===== config.mk =====
export PLATFORM = sky130hd
export DESIGN_NAME = rf_seq
export DESIGN_NICKNAME = d
export VERILOG_FILES = /design/src/rtl/rf_seq_pkg.sv /design/src/rtl/rf_seq_alu.sv /design/src/rtl/rf_seq.sv
export SDC_FILE = /design/constraint.sdc
export NUM_CORES = 1
export LEC_CHECK = 0
export ABC_AREA = 1
export CAP_MARGIN = 20
export CORE_UTILIZATION = 40
export CTS_BUF_LIST = sky130_fd_sc_hd__clkbuf_4 sky130_fd_sc_hd__clkbuf_8
export DETAILED_ROUTE_END_ITERATION = 8
export MAX_ROUTING_LAYER = met4
export PLACE_DENSITY = 0.68
export SETUP_SLACK_MARGIN = 0.15
export SYNTH_ARGS = -nofsm -noshare
export SYNTH_HDL_FRONTEND = slang
export SYNTH_SLANG_ARGS = --single-unit

===== constraint.sdc =====
create_clock -name clk -period 2.85 [get_ports clk]
set_clock_uncertainty 0.1 [all_clocks]
set_input_delay 0.4275 -clock clk [delete_from_list [all_inputs] [get_ports clk]]
set_output_delay 0.4275 -clock clk [all_outputs]
set_load 0.05 [all_outputs]

===== src/rtl/rf_seq_pkg.sv =====
`default_nettype none
// ============================================================================
// Module   : rf_seq_pkg
// Purpose  : Shared opcode/state encodings and default widths for rf_seq.
// Revision : 1.0  initial release
// ============================================================================
package rf_seq_pkg;

    localparam int DATA_W_DEF = 4;
    localparam int ADDR_W_DEF = 2;

    typedef enum logic [1:0] {
        OP_LOAD = 2'b00,
        OP_ADD  = 2'b01,
        OP_SUB  = 2'b10,
        OP_AND  = 2'b11
    } op_e;

    localparam logic [1:0] ST_IDLE  = 2'd0;
    localparam logic [1:0] ST_READ  = 2'd1;
    localparam logic [1:0] ST_EXEC  = 2'd2;
    localparam logic [1:0] ST_WRITE = 2'd3;

    function automatic logic is_alu_op(input op_e op);
        return (op != OP_LOAD);
    endfunction

endpackage
`default_nettype wire


===== src/rtl/rf_seq_alu.sv =====
`default_nettype none
// ============================================================================
// Module   : rf_seq_alu
// Purpose  : Combinational ADD/SUB/AND with carry (ADD) or borrow (SUB) out.
// Revision : 1.0  initial release
// ============================================================================
module rf_seq_alu
    import rf_seq_pkg::*;
#(
    parameter int DATA_W = DATA_W_DEF
) (
    input  op_e               op,
    input  logic [DATA_W-1:0] a,
    input  logic [DATA_W-1:0] b,
    output logic [DATA_W-1:0] r,
    output logic              c
);

    logic [DATA_W:0] w_ext;

    // One extra bit: its MSB is the ADD carry, or the SUB borrow (a < b).
    always_comb begin
        w_ext = '0;
        case (op)
            OP_ADD:  w_ext = {1'b0, a} + {1'b0, b};
            OP_SUB:  w_ext = {1'b0, a} - {1'b0, b};
            OP_AND:  w_ext = {1'b0, a & b};
            default: w_ext = '0;
        endcase
    end

    assign r = w_ext[DATA_W-1:0];
    assign c = w_ext[DATA_W];

endmodule
`default_nettype wire


===== src/rtl/rf_seq.sv =====
`default_nettype none
// ============================================================================
// Module   : rf_seq
// Purpose  : Register-file operation sequencer: accepts one instruction per
//            handshake, reads operands, computes and writes the result back.
// Revision : 1.0  initial release
// ============================================================================
module rf_seq
    import rf_seq_pkg::*;
#(
    parameter int DATA_W = DATA_W_DEF,
    parameter int ADDR_W = ADDR_W_DEF
) (
    input  logic              clk,
    input  logic              rst_n,
    input  logic              instr_valid,
    output logic              instr_ready,
    input  logic [1:0]        instr_op,
    input  logic [ADDR_W-1:0] instr_dst,
    input  logic [ADDR_W-1:0] instr_srca,
    input  logic [ADDR_W-1:0] instr_srcb,
    input  logic [DATA_W-1:0] instr_imm,
    output logic              rea,
    output logic              reb,
    output logic [ADDR_W-1:0] raa,
    output logic [ADDR_W-1:0] rab,
    input  logic [DATA_W-1:0] douta,
    input  logic [DATA_W-1:0] doutb,
    output logic              we,
    output logic [ADDR_W-1:0] wa,
    output logic [DATA_W-1:0] din,
    output logic              done,
    output logic [DATA_W-1:0] result,
    output logic              flag_z,
    output logic              flag_c
);

    logic [1:0]        r_state;
    op_e               r_op;
    logic [ADDR_W-1:0] r_dst;
    logic [ADDR_W-1:0] r_raa;
    logic [ADDR_W-1:0] r_rab;
    logic [ADDR_W-1:0] r_wa;
    logic [DATA_W-1:0] r_din;
    logic [DATA_W-1:0] r_opa;
    logic [DATA_W-1:0] r_opb;
    logic              r_carry;
    logic [DATA_W-1:0] r_result;
    logic              r_flag_z;
    logic              r_flag_c;

    logic              w_accept;
    op_e               w_op_in;
    logic [DATA_W-1:0] w_alu_r;
    logic              w_alu_c;

    assign w_accept = instr_valid && (r_state == ST_IDLE);
    assign w_op_in  = op_e'(instr_op);

    rf_seq_alu #(
        .DATA_W (DATA_W)
    ) u_alu (
        .op (r_op),
        .a  (r_opa),
        .b  (r_opb),
        .r  (w_alu_r),
        .c  (w_alu_c)
    );

    // Address/data registers are only loaded on the path into the state that
    // drives them, so they hold their last value whenever not enabled.
    always_ff @(posedge clk or negedge rst_n) begin
        if (!rst_n) begin
            r_state  <= ST_IDLE;
            r_op     <= OP_LOAD;
            r_dst    <= '0;
            r_raa    <= '0;
            r_rab    <= '0;
            r_wa     <= '0;
            r_din    <= '0;
            r_opa    <= '0;
            r_opb    <= '0;
            r_carry  <= 1'b0;
            r_result <= '0;
            r_flag_z <= 1'b0;
            r_flag_c <= 1'b0;
        end else begin
            case (r_state)
                ST_IDLE: begin
                    if (w_accept) begin
                        r_op  <= w_op_in;
                        r_dst <= instr_dst;
                        if (is_alu_op(w_op_in)) begin
                            r_raa   <= instr_srca;
                            r_rab   <= instr_srcb;
                            r_state <= ST_READ;
                        end else begin
                            r_wa    <= instr_dst;
                            r_din   <= instr_imm;
                            r_carry <= 1'b0;
                            r_state <= ST_WRITE;
                        end
                    end
                end
                ST_READ: begin
                    r_opa   <= douta;
                    r_opb   <= doutb;
                    r_state <= ST_EXEC;
                end
                ST_EXEC: begin
                    r_din   <= w_alu_r;
                    r_carry <= w_alu_c;
                    r_wa    <= r_dst;
                    r_state <= ST_WRITE;
                end
                ST_WRITE: begin
                    r_result <= r_din;
                    r_flag_z <= (r_din == '0);
                    r_flag_c <= r_carry;
                    r_state  <= ST_IDLE;
                end
                default: r_state <= ST_IDLE;
            endcase
        end
    end

    assign instr_ready = (r_state == ST_IDLE);
    assign rea         = (r_state == ST_READ);
    assign reb         = (r_state == ST_READ);
    assign we          = (r_state == ST_WRITE);
    assign done        = (r_state == ST_WRITE);
    assign raa         = r_raa;
    assign rab         = r_rab;
    assign wa          = r_wa;
    assign din         = r_din;
    assign result      = r_result;
    assign flag_z      = r_flag_z;
    assign flag_c      = r_flag_c;

endmodule
`default_nettype wire


Yosys cells after proc, flatten, opt, wreduce, memory -nomap -nowiden
Index checks and enable logic that the tools add are counted.

Output and inout bits: 21. Input bits: 23. Flip-flop bits (word level): 31. Word-level logic and storage cells: 45.

Bitwise gates (word level): 1. Eq/ne operators: 8. Add/sub/neg operators: 2. Mux-type cells: 13. Reduce and logical (&&, ||, !) cells: 8.

Operator list (count): $pmux W5 S3 (1); $eq A2 B2 Y1 const B (4); $mux W2 (4); $mux W4 (2); $pmux W2 S4 (1); $pmux W4 S2 (1); $reduce_and A3 Y1 (2); $add A4 B4 Y5 (1); $sub A4 B4 Y5 (1); $and A4 B4 Y4 (1); $eq A2 B1 Y1 const B (2); $logic_not A4 Y1 (1); $pmux W2 S2 (1); $reduce_bool A2 Y1 (2); $logic_not A2 Y1 (1); $mux W1 (2); $ne A2 B1 Y1 const B (1); $ne A2 B2 Y1 const B (1); $pmux W1 S2 (1); $reduce_and A2 Y1 (1); $logic_and A1 B1 Y1 (1).

Longest topological paths before layout
Gate-level depths: netlist of run 1.

Word-level depth: 4. Gate-level depth with buffers: 13.

Hierarchy
A second synthesis of run 1 with hierarchy kept.

Cells, all modules: 218. Area, all modules: 1785.5 um2.

By module, submodules not included: rf_seq (area each 1413.9 um2, times used 1, seq. area each 775.7 um2, cells an instance 151); rf_seq_alu (area each 371.6 um2, times used 1, seq. area each 0.0 um2, cells an instance 67).

Worst setup path before layout of run 1
Ideal clock, no wire load.

Kind: register -> register. Start point: reg r_op[0]. End point: reg r_carry. Buffers on the path: 0. Arrival: 1.697 ns. Data required time: 2.633 ns. Setup slack: 0.936 ns. Library setup time: 0.117 ns. Cell stages (with the launch flop): 12. Period minus slack after synthesis: 1.914 ns. Path through: dfrtp_1 inv_1 ha_1 nand2_1 o21ai_0 fa_1 nand2_1 nand2_1 a21oi_1 nand2_1 nand3_1 nand2_1.

Longest elaborated chain between the ends: 3. Elaborated cells between the ends (all ways): 5. Those cells by class: eq/ne: 3; mux: 2.

RTL lines: start: declaration (RTL line rf_seq.sv:39) `op_e r_op;`; start signal: assignment (RTL line rf_seq.sv:91) `r_op <= w_op_in;`; $eq A2 B2 Y1 / $eq A2 B1 Y1 (equally long branches) (RTL line rf_seq_alu.sv:24) `case (op)`; $pmux W5 S3 (*) (RTL line rf_seq_alu.sv:24); $pmux W1 S2 (*) (RTL line rf_seq.sv:88) `case (r_state)`; end signal: assignment (RTL line rf_seq.sv:112) `r_carry <= w_alu_c;`; end: declaration (RTL line rf_seq.sv:47) `logic r_carry;`.

Mark *: on every way between the ends. The rest lies on a longest branch, timed or not. A chain may end at the register's enable or synchronous reset.

Worst setup path after layout of run 1
Start point: reg r_state[0]. End point: out instr_ready.

Longest elaborated chain between the ends: 1.

RTL lines: start: declaration (RTL line rf_seq.sv:38) `logic [1:0] r_state;`; start signal: assignment (RTL line rf_seq.sv:74) `r_state <= ST_IDLE;`; start signal: assignment (RTL line rf_seq.sv:96) `r_state <= ST_READ;`; start signal: assignment (RTL line rf_seq.sv:101) `r_state <= ST_WRITE;`; $logic_not A2 Y1 (RTL line rf_seq.sv:127) `assign instr_ready = (r_state == ST_IDLE);`; end: declaration (RTL line rf_seq.sv:17) `output logic instr_ready,`.

No other way between the ends.

==> results.toml, run 1 <==
[drt]
wl_per_cell_um = 11.64
postRouteAntennaNets = 0
dr.pass1.iters = 4
vias = 1350
drcViolationCount = 0
drt-total-wl_mm = 3.283
first_iter_violations = 43
via_per_inst = 4.787

[min_path]
holdPathStages = 2
hold_start = "result[3]"
hold_end = "result[3]"
worst_hold_path_type = "reg2reg"

[cts]
postCtsSetupBuffers = 0
cts.sinks = 31
cts_tree = "built"
ctsHoldBuffers = 0
cts_made_buffers = 5
htree_levels = 2
cts_buffer_depth = 2
cts_resized = 0
cts-root-buf = "clkbuf_8"
clkLatencyLatePin_ns = 0.28
clk_pin_slew_worst_paths_ns = 0.06

[yosys]
ys_seq_area_share_pct = 46.62
ys_warn_count = 0
syn_area_sq_um = 1664
syn_area_per_cell_sq_um = 9.044
synth_nets = 221
synth-seq-cells = 31
syn_inst = 184
ys_types = 25

[die]
rows = 23
die_height_um = 66.50
core_area_sq_um = 4000
die-area_sq_um = 4422
die_x_um = 66.50
ios = 44
start_util_pct = 41.60

[critical_path]
crit_slowest_cell = "clkdlybuf4s50_1"
r2r_setup_slack_ns = 0.80
critPathKind = "reg2out"
worstPathRequired_ns = 2.32
start_kind = "register"
slowest_delay_ns = 0.84
cp-end-kind = "output port"
crit_path_max_fanout = 6
cp_cell_sequence = "inv_1 -> ha_1 -> clkdlybuf4s50_1"
timing.rr.start = "r_op[0]"
reg2reg_depth = 10
cp.arrival_ns = 1.94
critical_path_buf_inv_count = 2
r2r_end = "r_carry"
crit_family = "buffers and inverters"

[global_routing]
antenna_found_initial = 0
grt_pass1_wl_mm = 5.630
grt_pass1_vias = 1245
grt_use_total_pct = 17.95
grt.overflow.total = 0
grt_start_max_net_pins = 32

[finish]
nets = 270
nFillCells = 382
syn_to_final_growth_pct = 33.91
antenna_cells = 0
layout-drive-gt1-share_pct = 11.21

[placed_design]
routabilityCongestion = 0.7656
post-place-ws_ns = 0.6876
portBuffers = 43
hpwl_mm = 2.534

[sta]
setup_tns_ns = 0
rsz0062_at_grt = "false"
fmax_ghz = 0.4061
setup_viol = 0
drv_slew = 0
final-hold-violation-count = 0
max_slew_margin_pct = 66.52
fin_crit_ns = 2.463
finalWorstSetupSlack_ns = 0.3873
worst_pin_slew_ns = 0.5007
period_share_pct = 86.41

[flow_run]
max-cap-violations = 0

[status]
status = "finished clean"
tightest hold or removal path: stages (launching register included):
cell	delay (ns)
dfrtp_1	0.34
nand2_1	0.05
nand2_1	0.05
cell usage after synthesis:
cell type	count	area, sq um
mux2_2	10	112.6
nor3_1	1	5.000
a21oi_1	4	20.02
nor2_2	1	6.260
nand2_1	50	187.7
buf_4	2	15.01
a22oi_1	1	7.510
a22o_1	1	8.760
fa_1	1	20.02
dfrtp_1	31	775.7
inv_1	20	75.07
buf_2	1	5.000
inv_6	1	8.760
nand2_4	1	11.26
inv_2	1	3.750
o21ai_2	1	8.760
o21ai_0	10	50.05
nand2_2	1	6.260
nand3_1	15	75.07
nor2_1	11	41.29
nor2_4	2	22.52
a31oi_1	3	18.77
xor2_1	1	8.760
o21bai_1	1	7.510
ha_1	13	162.7
stage by stage:
step           hold slack (ns)  cell area, sq um  utilization, %  std cells
3_5_place_dp            0.3600              2152           53.80        276
5_1_grt                 0.3963              2228           55.71        282
3_3_place_gp            0.3542              2152           53.80        276
4_1_cts                 0.3754              2228           55.71        282
2_1_floorplan          0.03191              1664               -        184
6_report                0.3744              2228           55.71        282
how the worst max path moves through the flow:
stage          cells after the start          end        from
4_1_cts                            3  instr_ready  r_state[0]
6_report                           3  instr_ready  r_state[0]
5_1_grt                            3  instr_ready  r_state[0]
2_1_floorplan                     11      r_carry     r_op[0]
3_5_place_dp                       3  instr_ready  r_state[0]
3_3_place_gp                       3  instr_ready  r_state[0]
routing by layer:
| metal | GRT usage, % | vias up | routed length (um) |
|---|---|---|---|
| li1 | - | 690 | - |
| met1 | 22.42 | 614 | 1524 |
| met2 | 27.68 | 40 | 1532 |
| met3 | 5.308 | 6 | 183 |
| met4 | 6.383 | 0 | 42 |
| met5 | - | - | 0 |
flip-flops by register name, summed over array words and instances, names as in the netlist:
signal,flops
r_carry,1
rab,2
r_opa,4
flag_z,1
r_dst,2
result,4
r_state,2
flag_c,1
r_opb,4
r_op,2
raa,2
wa,2
din,4
logic make-up after synthesis:
family	count (synthesis)	share of synthesized area (%)
flops	31	46.62
compound gates	21	7.294
simple gates	82	21.35
mux	10	6.767
buf+inv	25	6.465
xor+xnor	1	0.5264
fa+ha+maj	14	10.98
placed cells by master (no fill, tap or decap):
| cell type | count |
|---|---|
| inv_2 | 1 |
| clkbuf_4 | 1 |
| inv_1 | 20 |
| a22o_1 | 1 |
| buf_4 | 2 |
| o21ai_0 | 10 |
| mux2_2 | 10 |
| ha_1 | 13 |
| nor3_1 | 1 |
| nand2_2 | 1 |
| o21bai_1 | 1 |
| nor2_4 | 2 |
| inv_6 | 1 |
| nor2_2 | 1 |
| nand2_1 | 50 |
| nor2_1 | 11 |
| clkbuf_8 | 5 |
| a21oi_1 | 4 |
| fa_1 | 1 |
| dfrtp_1 | 31 |
| a31oi_1 | 3 |
| clkdlybuf4s50_1 | 43 |
| nand3_1 | 15 |
| nand2_4 | 1 |
| xor2_1 | 1 |
| a22oi_1 | 1 |
| o21ai_2 | 1 |
area by class of cell:
class / instances / area [sq um] / share of cell area [%]
Sequential cell: 31 / 775.7 / 34.81
Clock buffer: 6 / 76.32 / 3.425
Timing Repair Buffer: 45 / 445.4 / 19.99
Tap cell: 50 / 62.56 / 2.807
Inverter: 22 / 87.58 / 3.930
Multi-Input combinational cell: 128 / 780.7 / 35.04
Power of run 1 is left out: the tool's default activity adds up to more than one toggle a clock period on the data nets, which glitch-free logic cannot reach.
==> inputs of run 2 (changes only) <==
clock period = 2.8 ns   (was 2.85 ns; I/O delays follow)
==> run 2 against run 1 <==
Effect of this change: first-iteration DRC count down 23%; global-route usage down 0.69 points; utilization up 0.69 points; cell count up 0.71%; sequential share of layout area down 0.42 points; critical endpoint unchanged; final area up 1.2%; register-to-register slack worse by 0.09 ns; worst setup slack worse by 0.036 ns.
==> results.toml, run 2 (synthesis results as in run 1) <==
[status]
status = "finished clean"

[critical_path]
crit_slowest_cell = "clkdlybuf4s50_1"
timing.rr.start = "r_op[0]"
r2r_setup_slack_ns = 0.71
critical_path_buf_inv_count = 2
critPathKind = "reg2out"
reg2reg_depth = 10
cp-end-kind = "output port"
crit_family = "buffers and inverters"
r2r_end = "r_carry"
start_kind = "register"
cp_cell_sequence = "inv_1 -> ha_1 -> clkdlybuf4s50_1"
cp.arrival_ns = 1.93
worstPathRequired_ns = 2.28
slowest_delay_ns = 0.84
crit_path_max_fanout = 6

[die]
rows = 23
start_util_pct = 41.60
die-area_sq_um = 4422
core_area_sq_um = 4000
ios = 44
die_x_um = 66.50
die_height_um = 66.50

[drt]
vias = 1328
first_iter_violations = 33
drt-total-wl_mm = 3.147
wl_per_cell_um = 11.08
drcViolationCount = 0
postRouteAntennaNets = 0
via_per_inst = 4.676
dr.pass1.iters = 4

[global_routing]
antenna_found_initial = 0
grt_start_max_net_pins = 32
grt.overflow.total = 0
grt_use_total_pct = 17.26
grt_pass1_wl_mm = 5.333
grt_pass1_vias = 1223

[placed_design]
portBuffers = 43
hpwl_mm = 2.441
routabilityCongestion = 0.7583

[cts]
clkLatencyLatePin_ns = 0.29
ctsHoldBuffers = 0
htree_levels = 2
clk_pin_slew_worst_paths_ns = 0.06
cts_buffer_depth = 2
cts_made_buffers = 5
cts.sinks = 31
cts_resized = 0
cts_tree = "built"
postCtsSetupBuffers = 0
cts-root-buf = "clkbuf_8"

[sta]
worst_pin_slew_ns = 0.5022
rsz0062_at_grt = "false"
drv_slew = 0
fin_crit_ns = 2.449
setup_viol = 0
final-hold-violation-count = 0
fmax_ghz = 0.4084
setup_tns_ns = 0
period_share_pct = 87.45
max_slew_margin_pct = 66.41

[finish]
layout_commonest_cell = "nand2_1"
syn_to_final_growth_pct = 35.56
layout-drive-gt1-share_pct = 11.97
nets = 270
antenna_cells = 0
final_cell_mix = "50 x nand2_1, 43 x clkdlybuf4s50_1, 31 x dfrtp_1"

[min_path]
hold_end = "result[3]"
holdPathStages = 2
worst_hold_path_type = "reg2reg"
hold_start = "result[3]"

[flow_run]
max-cap-violations = 0
[run 2: worst min-delay path, cell delays in order, from the launching register on]
cell	delay, ns
dfrtp_1	0.34
nand2_1	0.05
nand2_1	0.05
[run 2: area by class of cell]
class / count / area, sq um
Tap cell: 50 / 62.56
Inverter: 22 / 87.58
Sequential cell: 31 / 775.7
Clock buffer: 8 / 103.9
Multi-Input combinational cell: 128 / 780.7
Fill cell: 382 / 1744
Timing Repair Buffer: 45 / 445.4
[run 2: how the worst max path moves through the flow]
stage | startpoint | endpoint | slack [ns] | depth (start not counted)
after floorplan | r_op[0] | r_carry | 0.89 | 11
after global placement | r_state[0] | instr_ready | 0.69 | 3
after detailed placement | r_state[0] | instr_ready | 0.63 | 3
after CTS | r_state[0] | instr_ready | 0.33 | 3
after global routing | r_state[0] | instr_ready | 0.25 | 3
final | r_state[0] | instr_ready | 0.35 | 3
[run 2: routing by layer]
layer	vias up	track usage [%]	share of wire (%)
li1	689	-	-
met1	599	21.83	49
met2	35	24.62	43
met3	5	6.678	5.6
met4	0	7.181	1.9
met5	-	-	0
[run 2: per-stage QoR]
step                setup slack, ns  std cells  instance area [sq um]  hold slack (ns)  utilization (%)
floorplan                    0.8858        184                   1664          0.02441                -
finish                       0.3515        284                   2256           0.3754            56.40
global placement             0.6903        276                   2152           0.3543            53.80
CTS                          0.3332        284                   2256           0.3798            56.40
global route                 0.2456        284                   2256           0.3971            56.40
detailed placement           0.6348        276                   2152           0.3636            53.80
Power of run 2 is left out for the same reason.
